<file path="config.mk">
export PLATFORM = sky130hd
export DESIGN_NAME = seg7_scan_ctrl
export DESIGN_NICKNAME = d
export VERILOG_FILES = /design/src/rtl/seg7_pkg.sv /design/src/rtl/decoder_7seg.sv /design/src/rtl/seg7_scan_ctrl.sv
export SDC_FILE = /design/constraint.sdc
export NUM_CORES = 1
export LEC_CHECK = 0
export CORE_MARGIN = 2
export CORE_UTILIZATION = 35
export CTS_BUF_LIST = sky130_fd_sc_hd__clkbuf_4 sky130_fd_sc_hd__clkbuf_8
export CTS_CLUSTER_DIAMETER = 100
export CTS_CLUSTER_SIZE = 28
export DETAILED_ROUTE_END_ITERATION = 10
export GPL_TIMING_DRIVEN = 0
export REMOVE_ABC_BUFFERS = 1
export SLEW_MARGIN = 25
export SYNTH_ARGS = -nofsm -noshare
export SYNTH_HDL_FRONTEND = slang
export SYNTH_HIERARCHICAL = 1
export SYNTH_SLANG_ARGS = --single-unit
</file>
<file path="constraint.sdc">
create_clock -name clk -period 2.83 [get_ports clk]
set_clock_uncertainty 0.2 [all_clocks]
set_input_delay 0.283 -clock clk [delete_from_list [all_inputs] [get_ports clk]]
set_output_delay 0.283 -clock clk [all_outputs]
set_load 0.05 [all_outputs]
</file>
<file path="src/rtl/seg7_pkg.sv">
// Shared types and constants for the multiplexed 7-segment display path.
package seg7_pkg;

  // Active-low segments a..g, all off
  localparam logic [0:6] SEG_BLANK = 7'b1111111;

  typedef enum logic [1:0] {
    IDLE,
    GAP,
    SHOW
  } state_t;

  // Ceiling log2, at least 1 bit for any v >= 2
  function automatic int unsigned clog2(input int unsigned v);
    int unsigned r;
    r = 0;
    for (int unsigned p = 1; p < v; p = p << 1) r++;
    return r;
  endfunction

endpackage

</file>
<file path="src/rtl/decoder_7seg.sv">
// Hex nibble to common-anode (active-low) segment pattern, a..g left to right.
module decoder_7seg
  import seg7_pkg::*;
(
  input  logic [3:0] nibble,
  output logic [0:6] seg_c
);

  always_comb begin
    seg_c = SEG_BLANK;
    case (nibble)
      4'h0: seg_c = 7'b0000001;
      4'h1: seg_c = 7'b1001111;
      4'h2: seg_c = 7'b0010010;
      4'h3: seg_c = 7'b0000110;
      4'h4: seg_c = 7'b1001100;
      4'h5: seg_c = 7'b0100100;
      4'h6: seg_c = 7'b0100000;
      4'h7: seg_c = 7'b0001111;
      4'h8: seg_c = 7'b0000000;
      4'h9: seg_c = 7'b0000100;
      4'hA: seg_c = 7'b0001000;
      4'hB: seg_c = 7'b1100000;
      4'hC: seg_c = 7'b0110001;
      4'hD: seg_c = 7'b1000010;
      4'hE: seg_c = 7'b0110000;
      4'hF: seg_c = 7'b0111000;
      default: seg_c = SEG_BLANK;
    endcase
  end

endmodule

</file>
<file path="src/rtl/seg7_scan_ctrl.sv">
// Time-multiplexed scan controller for a common-anode 7-segment bank with
// frame-synchronous value update, blanking gap and leading-zero suppression.
module seg7_scan_ctrl
  import seg7_pkg::state_t, seg7_pkg::SEG_BLANK, seg7_pkg::clog2;
#(
  parameter int unsigned NDIG = 4,
  parameter int unsigned DIV  = 50000,
  parameter int unsigned GAP  = 500
) (
  input  logic              clk,
  input  logic              rst,
  input  logic              en,
  input  logic              lz_en,
  input  logic              load_valid,
  input  logic [4*NDIG-1:0] load_value,
  output logic              load_ready,
  output logic [0:6]        HEX,
  output logic [NDIG-1:0]   DIG_N,
  output logic              frame_done
);

  localparam int unsigned CW = clog2(DIV);
  localparam int unsigned IW = clog2(NDIG);
  localparam int unsigned VW = 4 * NDIG;

  state_t          state;
  logic [CW-1:0]   div_cnt;
  logic [IW-1:0]   idx;
  logic [VW-1:0]   shadow;
  logic [VW-1:0]   pend_buf;
  logic            pend;

  logic            slot_end_c;
  logic            commit_c;
  logic            accept_c;
  logic [3:0]      nib_c;
  logic [0:6]      seg_c;
  logic [NDIG-1:0] lz_blank_c;

  assign slot_end_c = (state == seg7_pkg::SHOW) && (div_cnt == CW'(DIV - 1));
  assign commit_c   = en && slot_end_c && (idx == IW'(NDIG - 1));
  assign accept_c   = load_valid && load_ready;
  assign nib_c      = shadow[{idx, 2'b00} +: 4];

  // Digit k>0 blanks when it and every more-significant nibble are zero
  always_comb begin
    logic zero_above;
    zero_above = 1'b1;
    lz_blank_c = '0;
    for (int k = NDIG - 1; k > 0; k--) begin
      zero_above    = zero_above && (shadow[4*k +: 4] == 4'h0);
      lz_blank_c[k] = lz_en && zero_above;
    end
  end

  decoder_7seg u_dec (
    .nibble (nib_c),
    .seg_c  (seg_c)
  );

  always_ff @(posedge clk or posedge rst) begin
    if (rst) begin
      state      <= seg7_pkg::IDLE;
      idx        <= '0;
      div_cnt    <= '0;
      shadow     <= '0;
      pend_buf   <= '0;
      pend       <= 1'b0;
      load_ready <= 1'b1;
      HEX        <= SEG_BLANK;
      DIG_N      <= '1;
      frame_done <= 1'b0;
    end else begin
      frame_done <= commit_c;

      if (!en) begin
        state   <= seg7_pkg::IDLE;
        idx     <= '0;
        div_cnt <= '0;
      end else begin
        case (state)
          seg7_pkg::IDLE: begin
            state   <= seg7_pkg::GAP;
            idx     <= '0;
            div_cnt <= '0;
          end
          seg7_pkg::GAP: begin
            div_cnt <= div_cnt + CW'(1);
            if (div_cnt == CW'(GAP - 1)) state <= seg7_pkg::SHOW;
          end
          seg7_pkg::SHOW: begin
            if (slot_end_c) begin
              div_cnt <= '0;
              idx     <= (idx == IW'(NDIG - 1)) ? '0 : idx + IW'(1);
              state   <= seg7_pkg::GAP;
            end else begin
              div_cnt <= div_cnt + CW'(1);
            end
          end
          default: state <= seg7_pkg::IDLE;
        endcase
      end

      // A pending value moves to the display copy only at a frame boundary or while dark
      if (accept_c) begin
        pend_buf   <= load_value;
        pend       <= 1'b1;
        load_ready <= 1'b0;
      end else if (pend && (commit_c || state == seg7_pkg::IDLE)) begin
        shadow     <= pend_buf;
        pend       <= 1'b0;
        load_ready <= 1'b1;
      end

      if (en && state == seg7_pkg::SHOW) begin
        DIG_N <= ~(NDIG'(1) << idx);
        HEX   <= lz_blank_c[idx] ? SEG_BLANK : seg_c;
      end else begin
        DIG_N <= '1;
        HEX   <= SEG_BLANK;
      end
    end
  end

endmodule

</file>
### Word level (Yosys, flattened, before mapping)

Memories as Yosys holds them, arrays and structs flattened.
Cells that the tools add are included.

* input bits: 21
* memories kept: 1
* logic and storage cells: 67
* output and inout bits: 13
* ROM bits: 112
* bits in registers: 66

Memories
* (no name shown): depth 16, bits a word 7, read ports 1, clocked after memory_dff 0, wr ports 0, RTL line decoder_7seg.sv:11 `case (nibble)`

* reductions and logical operators: 20
* muxes and demuxes: 20
* magnitude comparators: 1
* eq/ne operators: 9
* add/sub/neg operators: 2
* shift-type cells: 2
* bitwise logic cells: 2

Operators with widths (count)
* one-hot mux 16 bit (3 select lines): 1
* 2-to-1 mux 16 bit: 2
* adder 16 x 1 -> 16 bit (second input constant): 1
* == test 16 bit (second input constant): 1
* == test 16 x 9 -> 1 bit (second input constant): 1
* variable part select 16 x 5 -> 4 bit: 1
* 2-to-1 mux 7 bit: 2
* zero test 4 bit: 3
* 2-to-1 mux 2 bit: 6
* logical AND 1 bit: 11
* != test 3 bit (second input constant): 2
* one-hot mux 2 bit (3 select lines): 1
* AND reduction 2 bit: 3
* 2-to-1 mux 1 bit: 5
* == test 2 bit (second input constant): 2
* 2-to-1 mux 4 bit: 1
* != test 4 x 1 -> 1 bit (second input constant): 1
* NOT 4 bit: 1
* one-hot mux 2 bit (2 select lines): 1
* << shifter 1 x 2 -> 4 bit (first input constant): 1
* less-than comparator 2 x 3 -> 1 bit (second input constant): 1
* != test 3 x 1 -> 1 bit (second input constant): 1
* adder 2 x 1 -> 2 bit (second input constant): 1
* binary-select mux 1 bit (select 2 bit): 1
* 5 further kinds: 5

### Logic depth before layout (Yosys ltp)

Gate-level depths: netlist (run 1).

* depth after elaboration: 8
* mapped depth: 8

### Hierarchy

Netlist (run 1), hierarchy kept.

By module, submodules not included
* seg7_scan_ctrl: sequential area each 1666.6 um^2, area each 3065.4 um^2, cells an instance 257, times used 1
* decoder_7seg: sequential area each 0.0 um^2, area each 269.0 um^2, cells an instance 33, times used 1

### Worst setup path after synthesis (run 1)

No wires, ideal clock.

* path kind: reg2reg
* start: register div_cnt[11]
* end: register shadow[0]
* library setup time: 127 ps
* setup slack: 313 ps
* clock period less this slack: 2517 ps
* path buffers: 1
* cell stages (with the launch flop): 7
* data arrival time: 2190 ps
* required time: 2503 ps
* cell sequence: dfrtp_1 or4_4 nor4_4 a41oi_2 nor2_4 buf_6 mux2_1

* longest elaborated chain between the ends: 7

Ends and longest elaborated chain
* from (decl): RTL line seg7_scan_ctrl.sv:27 `logic [CW-1:0] div_cnt;`
* from (signal assigned): RTL line seg7_scan_ctrl.sv:88 `div_cnt <= div_cnt + CW'(1);`
* from (signal assigned): RTL line seg7_scan_ctrl.sv:97 `div_cnt <= div_cnt + CW'(1);`
* == test 16 bit: RTL line seg7_scan_ctrl.sv:40 `assign slot_end_c = (state == seg7_pkg::SHOW) && (div_cnt == CW'(DIV - 1));`
* logical AND 1 bit: RTL line seg7_scan_ctrl.sv:40
* logical AND 1 bit (2 in a row): RTL line seg7_scan_ctrl.sv:41 `assign commit_c = en && slot_end_c && (idx == IW'(NDIG - 1));`
* logical OR 1 bit: RTL line seg7_scan_ctrl.sv:109 `end else if (pend && (commit_c || state == seg7_pkg::IDLE)) begin`
* logical AND 1 bit: RTL line seg7_scan_ctrl.sv:109
* AND reduction 2 bit (no source line)
* to (signal assigned): RTL line seg7_scan_ctrl.sv:110 `shadow <= pend_buf;`
* to (decl): RTL line seg7_scan_ctrl.sv:29 `logic [VW-1:0] shadow;`

Every way passes these cells.
A chain may end at the register's enable or synchronous reset.

### Worst setup path after layout (run 1)

* start: register div_cnt[12]
* end: register shadow[2]

Same word-level chain as after synthesis.

==> metrics.txt, run 1 <==
top cells by area, synth=dfrtp_1, dfstp_2, mux2_2; die width=102 um; Yosys top cell area share=40.5%; WP data required=2.85 ns; flop-to-flop setup slack=0.16 ns; Final Hold Slack=0.0324 ns; hold buffers post-CTS=0; leading area contributor after synthesis=dfrtp_1; Final Power=2.95 mW; Initial DRC Count=58; H-Tree Depth=3; Mapped Area=3330 sq um; Slew @ Worst Pin=0.768 ns; Routed WL=6330 um; post-route worst setup slack=0.155 ns; Setup WS pre-CTS=-0.0303 ns; top-count cell post-synth=dfrtp_1; # IOs=34; starting density of the core=36.1%; top cells by count, synth=dfrtp_1, nand2_1, mux2_2; Root Buffer=clkbuf_8; Slew Limit Headroom=48.8%; FILL cells=864; Pwr Density=732 nW/um^2; crit path DAT=2.70 ns; Synth Flop Type=dfrtp_1; diode count=0; Fmax achieved=0.374 GHz; final setup violation count=0; maximum VDD drop=377 uV; post-synthesis sequential area ratio=50.0%; Final Cell Area=4030 sq um; via count of the first global-routing pass=2259; Tcrit/Tclk final=94.5%; Finished Layout Cells=459; Leakage=1.64 nW; CTS tree=yes; Hold Vio Cnt, Final=0; Via Count=2297; gpl congestion=0.805; die area=10300 sq um; critical path's largest stage delay=0.57 ns; core area=9240 sq um; nets@finish=363; remaining antenna violation count=0; Worst setup EP type=flip-flop; Reg2Reg Depth=6; EDFF count, synth=0; initial antenna violation count=0; minimum clock period=2.67 ns; Final Core Density=43.6%; post-cts resize count=0; Cell Area, Placed=3810 sq um; Synth warnings=6; critical path class=flip-flop to flip-flop; hpwl dp=4400 um; max cap viols=0; Placed Cells=443; syn_area_per_cell=11.5 sq um; crit-path cells=or4_4 -> nor4_4 -> a41oi_2 -> nor2_4 -> buf_12 -> mux2_1; clk slew on worst S/H paths=0.07 ns; first-pass GRT wire length=11100 um; worst-path maximum fanout=16; DRC=0; status=finished clean; fraction of registers with async set/reset=100%; Avg WL per Cell=13.8 um; setup bufs post-CTS=1; Die Ht=102 um; Max Slew Vio Count=0; total CTS buffers=9; maximum buffer depth of the clock tree=2; Row Count=35; Critical-path top delay cell=or4_4; Mapped Cells=290; Critical Path Source Type=flip-flop; post-synthesis cell type count=46; total gr overflow=0; worst skew pair latency=0.34 ns; Fin Setup TNS=0 ns; share of layout cells above drive strength 1=18.5%; Hold Crit Class=input port to async pin; drt pass-1 iters=4; I/O Buffers=33; unrepaired setup endpoints after global routing=no; largest net degree at the start of global routing=51; Layout area overhead=20.9%; Vias per Instance=5.00; Num Clock Sinks=66; All-Layer GR Usage=13.8%; #FFs+latches synth=66
placed cells by master, fill, tap and decap left out, drive strengths merged, types with 2 or more instances in the layout:
cell | Yosys | routed
mux2i | 8 | 8
o211ai | 2 | 2
inv | 12 | 12
nand2 | 24 | 24
nor4 | 3 | 3
nor2 | 19 | 19
mux4 | 5 | 5
or4 | 2 | 2
and3 | 2 | 2
o22ai | 2 | 2
a32oi | 3 | 3
dfstp | 12 | 12
a31oi | 6 | 6
nand3 | 14 | 14
clkbuf | 8 | 11
a21oi | 11 | 11
buf | 2 | 2
nor2b | 2 | 2
and4 | 2 | 2
dfrtp | 54 | 54
o21ai | 11 | 11
clkdlybuf4s50 | 0 | 33
a21o | 3 | 3
mux2 | 32 | 32
nand4 | 4 | 4
clkinv | 0 | 2
ha | 16 | 16
or3 | 2 | 2
nor3 | 5 | 5
nand4b | 2 | 2
nand2b | 9 | 9
a32o | 2 | 2
power breakdown:
part           internal [mW]  leakage [nW]  switching [mW]
Sequential              1.18         0.824           0.143
Clock                  0.450         0.101           0.361
Combinational          0.444         0.717           0.371
layout make-up:
type | instances | area [sq um] | area share, %
Timing Repair Buffer | 35 | 378 | 9.38
Clock inverter | 4 | 51.3 | 1.27
Multi-Input combinational cell | 202 | 1570 | 39.1
Sequential cell | 66 | 1670 | 41.4
Clock buffer | 11 | 151 | 3.76
Inverter | 12 | 47.5 | 1.18
Tap cell | 129 | 161 | 4.00
state kept, by name, indices dropped and copies added (netlist names):
| register | flops |
|---|---|
| HEX | 7 |
| shadow | 16 |
| state | 2 |
| load_ready | 1 |
| pend | 1 |
| div_cnt | 16 |
| idx | 2 |
| frame_done | 1 |
| pend_buf | 16 |
| DIG_N | 4 |
final timing paths:
kind	start	endpoint
worst max-delay path	div_cnt[12]	shadow[2]
worst min-delay path	rst	div_cnt[7]
worst max register to register	div_cnt[12]	shadow[2]
worst min register to register	shadow[0]	shadow[0]
max in group asynchronous	rst	HEX[6]
min in group clk	shadow[0]	shadow[0]
routing by layer:
layer / GRT usage (%) / vias to the layer above / wire length (um)
li1: - / 1129 / -
met1: 20.1 / 1123 / 3250
met2: 19.5 / 36 / 2760
met3: 3.31 / 9 / 207
met4: 5.93 / 0 / 106
met5: 0 / - / 0
logic make-up after synthesis:
group,Yosys count,share of synthesized area (%)
AOI/OAI and AO/OA,49,9.79
and+or+nand+nor,91,14.4
buffers and inverters,22,2.93
muxes,45,16.6
DFF,66,50.0
adders and majority gates,16,6.00
xor gates and xnor gates,1,0.263
critical path: cells and delay by family (launching register included):
kind                   cells  cell delay, ns
AOI/OAI and AO/OA          1            0.26
DFF                        1            0.44
buffers and inverters      1            0.16
muxes                      1            0.32
and+or+nand+nor            3            1.17
Power figures use the tool's default switching activity.
==> inputs of run 2 (changes only) <==
--- a/config.mk
+++ b/config.mk
@@ -7,12 +7,13 @@
 export LEC_CHECK = 0
 export CORE_MARGIN = 2
 export CORE_UTILIZATION = 35
-export CTS_BUF_LIST = sky130_fd_sc_hd__clkbuf_4 sky130_fd_sc_hd__clkbuf_8
+export CTS_BUF_LIST = sky130_fd_sc_hd__clkbuf_16
 export CTS_CLUSTER_DIAMETER = 100
 export CTS_CLUSTER_SIZE = 28
 export DETAILED_ROUTE_END_ITERATION = 10
 export GPL_TIMING_DRIVEN = 0
 export REMOVE_ABC_BUFFERS = 1
+export SKIP_CTS_REPAIR_TIMING = 1
 export SLEW_MARGIN = 25
 export SYNTH_ARGS = -nofsm -noshare
 export SYNTH_HDL_FRONTEND = slang
==> run 2 against run 1 <==
Clock power rose by 31%; clock-buffer cell count down 2; critical path depth is the same; largest power group unchanged; sequential share of layout area shrank 0.82 points; setup slack worse by 0.013 ns; sequential cell count did not move; register-to-register slack hardly changed; non-clock buffer count did not move; fmax down 0.48%; critical path type unchanged; routed wire length grew 0.19%; first-iteration DRC count grew 60%.
==> metrics.txt, run 2 (synthesis results as in run 1) <==
status=finished clean; Final Cell Area=4110 sq um (+2.0%); Largest regs=div_cnt: 16 flops, pend_buf: 16 flops, shadow: 16 flops; Pwr Density=779 nW/um^2 (+6.4%); starting density of the core=36.1% (unchanged); most frequent cells in the layout=dfrtp_1, clkdlybuf4s50_1, nand2_1; diode count=0 (unchanged); met3 Usage GRT=3.31% (unchanged); Tcrit/Tclk final=95.0% (+0.46 points); Worst setup EP type=flip-flop; Critical Path Source Type=flip-flop; post-route worst setup slack=0.142 ns (-0.0130 ns); clk slew on worst S/H paths=0.05 ns (-0.02 ns); initial antenna violation count=0 (unchanged); gpl congestion=0.805 (unchanged); share of layout cells above drive strength 1=17.9% (-0.61 points); Fmax achieved=0.372 GHz (-0.48%); Die Ht=102 um (unchanged); minimum clock period=2.69 ns (+0.0130 ns); Initial DRC Count=93 (+60%); Leakage=1.68 nW (+2.1%); met1 usage=20.0% (-0.13 points); most common cell after layout, fill and taps aside=dfrtp_1; Root Buffer=clkbuf_16; Avg WL per Cell=13.8 um (+0.19%); flop-to-flop setup slack=0.14 ns (about the same); I/O Buffers=33 (unchanged); Final Core Density=44.5% (+0.88 points); total CTS buffers=9 (unchanged); maximum VDD drop=354 uV (-5.9%); worst-path maximum fanout=16 (unchanged); DRC=0 (unchanged); Slew @ Worst Pin=0.782 ns (+0.0142 ns); first-pass GRT wire length=11100 um (-0.13%); Setup WS pre-CTS=-0.0303 ns (unchanged); drt pass-1 iters=5 (+1); final setup violation count=0 (unchanged); met2 GRT Util=19.6% (+0.051 points); worst skew pair latency=0.32 ns (-0.02 ns); reg-to-reg critical path startpoint=div_cnt[12]; Num Clock Sinks=66 (unchanged); Max Slew Vio Count=0 (unchanged); Hold Vio Cnt, Final=0 (unchanged); crit path DAT=2.69 ns (about the same); unrepaired setup endpoints after global routing=no; via count of the first global-routing pass=2257 (-0.089%); All-Layer GR Usage=13.8% (-0.029 points); critical path class=flip-flop to flip-flop; maximum buffer depth of the clock tree=2 (unchanged); WP data required=2.84 ns (about the same); hpwl dp=4400 um (unchanged); largest net degree at the start of global routing=51 (unchanged); Routed WL=6340 um (+0.19%); # IOs=34 (unchanged); worst r2r dst=shadow[5]; total gr overflow=0 (unchanged); Layout area overhead=23.3%; die width=102 um (unchanged); max cap viols=0 (unchanged); Fin Setup TNS=0 ns (unchanged); Slew Limit Headroom=47.9% (-0.95 points); Via Count=2312 (+0.65%); Hold Crit Class=input port to async pin; die area=10300 sq um (unchanged); Row Count=35 (unchanged); CTS tree=yes; remaining antenna violation count=0 (unchanged); Cell Area, Placed=3810 sq um (unchanged); core area=9240 sq um (unchanged); Reg2Reg Depth=6 (unchanged); nets@finish=363 (unchanged); Worst Setup SP=div_cnt[12]; grt peak-use layer=met1; Vias per Instance=5.04 (+0.65%); H-Tree Depth=3 (unchanged)
run 2: worst max-delay path by stage:
stage / to / slack (ns)
after global routing: shadow[15] / 0.02
final: shadow[5] / 0.14
after global placement: pend_buf[15] / -0.47
after floorplan: shadow[15] / 0.29
after detailed placement: shadow[6] / -0.03
after CTS: shadow[4] / -0.05
run 2: critical path, stage by stage (launching register included):
cell and delay, ns:
dfrtp_1 0.43, or4_4 0.57, nor4_4 0.43, a41oi_2 0.27, nor2_4 0.17, buf_12 0.16
mux2_1 0.33
run 2: area by class of cell:
cell class                      instances  area [sq um]
Timing Repair Buffer                   35           378
Fill cell                             853          5130
Tap cell                              129           161
Sequential cell                        66          1670
Multi-Input combinational cell        202          1570
Inverter                               12          47.5
Clock buffer                            9           225
Clock inverter                          6          58.8
run 2: stage by stage:
stage	total power, mW	hold WS [ns]	cells
after floorplan	1.94	0.147	280
after global placement	2.12	0.261	442
after detailed placement	2.15	0.276	443
after CTS	3.23	0.0595	458
after global routing	3.40	0.0818	459
final	3.20	0.0513	459
run 2: power breakdown:
group	internal, mW	total, mW	switching, mW
logic	0.444	0.814	0.370
registers	1.19	1.33	0.142
clock network	0.669	1.06	0.393
run 2: layer usage:
| layer | routed length [um] | up-vias |
|---|---|---|
| li1 | - | 1134 |
| met1 | 3250 | 1123 |
| met2 | 2760 | 46 |
| met3 | 204 | 9 |
| met4 | 129 | 0 |
| met5 | 0 | - |
==> inputs of run 3 (changes only) <==
--- a/config.mk
+++ b/config.mk
@@ -5,6 +5,7 @@
 export SDC_FILE = /design/constraint.sdc
 export NUM_CORES = 1
 export LEC_CHECK = 0
+export CORE_ASPECT_RATIO = 0.8
 export CORE_MARGIN = 2
 export CORE_UTILIZATION = 35
 export CTS_BUF_LIST = sky130_fd_sc_hd__clkbuf_16
==> run 3 against run 2 <==
The run now ends with DRC left; routed wire length rose by 0.30%; setup slack worse by 0.0085 ns; via count decreased by 0.35%; non-clock buffer count did not move; sequential cell count unchanged; fmax decreased by 0.32%; power about the same; cell count shrank 2.8%; sequential share of layout area barely moved; die area is essentially flat; largest cell class unchanged.
==> metrics.txt, run 3 (synthesis results as in run 1) <==
status=finished, violations left; violated checks=DRC; Worst Setup SP=div_cnt[11]; via count of the first global-routing pass=2173 (-3.7%); Internal=2.24 mW (-2.6%); die area=10300 sq um (about the same); worst skew pair latency=0.33 ns (about the same); Initial DRC Count=125 (+34%); Hold Crit Class=input port to async pin; Sw Share=30.1% (+1.8 points); Largest regs=div_cnt: 16 flops, pend_buf: 16 flops, shadow: 16 flops; Critical-path top delay cell=or4_4; DRC=3 (+3); worst r2r dst=shadow[1]; CTS tree=yes; P_sw=962 uW (+6.4%); Reg2Reg Depth=6 (unchanged); nets@finish=363 (unchanged); die width=113 um (+11%); Worst setup EP type=flip-flop; critical path class=flip-flop to flip-flop; post-route worst setup slack=0.134 ns (-0.00855 ns); worst-path maximum fanout=16 (unchanged); maximum VDD drop=403 uV (+14%); Avg WL per Cell=14.3 um (+3.2%); Seq pwr share=41.6% (+0.2 points); Num Clock Sinks=66 (unchanged); initial antenna violation count=0 (unchanged); Hold Vio Cnt, Final=0 (unchanged); share of layout cells above drive strength 1=19.0% (+1.2 points); # IOs=34 (unchanged); crit path DAT=2.70 ns (about the same); critical path's largest stage delay=0.58 ns (about the same); crit-path cells=or4_4 -> nor4_4 -> a41oi_4 -> nor2_4 -> buf_12 -> mux2_1; most frequent cells in the layout=dfrtp_1, clkdlybuf4s50_1, nand2_1; Vias per Instance=5.17 (+2.6%); largest net degree at the start of global routing=43 (-16%); total CTS buffers=9 (unchanged); Final Hold Slack=0.0880 ns (+0.0367 ns); Setup WS pre-CTS=-0.0345 ns (-0.00416 ns); remaining antenna violation count=0 (unchanged); first-pass GRT wire length=11000 um (-1.3%); Routed WL=6360 um (+0.30%); diode count=0 (unchanged); Root Buffer=clkbuf_16; WP data required=2.83 ns (about the same); maximum buffer depth of the clock tree=2 (unchanged); Via Count=2304 (-0.35%); starting density of the core=36.4% (+0.34 points); Final Power=3.20 mW (about the same); Row Count=31 (-11%); Leakage=1.68 nW (-0.14%); FILL cells=829 (-2.8%); Setup crit end=shadow[1]; Slew Limit Headroom=53.1% (+5.2 points); Die Ht=91.3 um (-10%); Register Area=1670 sq um (unchanged); Critical Path Source Type=flip-flop; H-Tree Depth=3 (unchanged); clock power share=32.8% (-0.4 points); I/O Buffers=33 (unchanged); gpl congestion=0.776 (-3.5%); clk slew on worst S/H paths=0.06 ns (about the same); Layout area overhead=23.3% (about the same); final setup violation count=0 (unchanged); Comb power frac=25.6% (+0.2 points); max cap viols=0 (unchanged); reg-to-reg critical path startpoint=div_cnt[11]; total gr overflow=0 (unchanged); Pwr Density=778 nW/um^2 (-0.11%); multi-input combinational cell area=1600 sq um (+1.5%); All-Layer GR Usage=13.4% (-0.41 points); Max Slew Vio Count=0 (unchanged); core area=9150 sq um (-0.93%); Fmax achieved=0.371 GHz (-0.32%); flop-to-flop setup slack=0.13 ns (about the same); most common cell after layout, fill and taps aside=dfrtp_1; minimum clock period=2.70 ns (+0.00855 ns); drt pass-1 iters=7 (+2); hpwl dp=4490 um (+2.0%); Slew @ Worst Pin=0.702 ns (-0.0799 ns); Tcrit/Tclk final=95.3% (+0.30 points); unrepaired setup endpoints after global routing=no
run 3: how the worst min path moves through the flow:
| stage | from | endpoint | slack, ns | cells past startpoint |
|---|---|---|---|---|
| 6_report | rst | div_cnt[6] | 0.09 | 2 |
| 5_1_grt | rst | div_cnt[9] | 0.10 | 2 |
| 4_1_cts | rst | div_cnt[9] | 0.1 | 2 |
| 3_5_place_dp | pend | pend | 0.28 | 2 |
| 3_3_place_gp | pend | pend | 0.26 | 2 |
| 2_1_floorplan | load_valid | load_ready | 0.15 | 1 |
run 3: metrics by stage:
stage          utilization, %  area, sq um  TNS [ns]  instances
2_1_floorplan               -         3280         0        280
3_3_place_gp             41.0         3760    -26.45        428
3_5_place_dp             41.3         3780    -0.288        429
4_1_cts                  44.5         4070    -0.654        445
5_1_grt                  44.9         4110         0        446
6_report                 44.9         4110         0        446
run 3: layout make-up:
class                   instances  share of cell area, %
multi-input cells             202                   38.8
flip-flops and latches         66                   40.5
repair buffers                 35                   9.01
well taps                     115                   3.50
inverters                      12                   1.16
clock buffers                   9                   5.48
clock inverters                 7                   1.49
run 3: worst max-delay path, delay by kind of cell (launching register included):
| family | cells | cell delay (ns) |
|---|---|---|
| buffers and inverters | 1 | 0.16 |
| AOI/OAI and AO/OA | 1 | 0.23 |
| DFF | 1 | 0.42 |
| muxes | 1 | 0.34 |
| and+or+nand+nor | 3 | 1.22 |
run 3: routing by layer:
metal	track usage (%)	wire [um]	vias to the layer above
li1	-	-	1136
met1	20.3	3430	1122
met2	18.2	2650	44
met3	3.60	249	2
met4	4.57	35	0
met5	0	0	-
run 3: power by group through the flow:
stage	logic (mW)	clock network [mW]	registers (mW)
floorplan	0.636	0	1.30
global placement	0.783	0	1.34
detailed placement	0.806	0	1.35
CTS	0.810	1.09	1.33
global route	0.917	1.14	1.36
finish	0.819	1.05	1.33
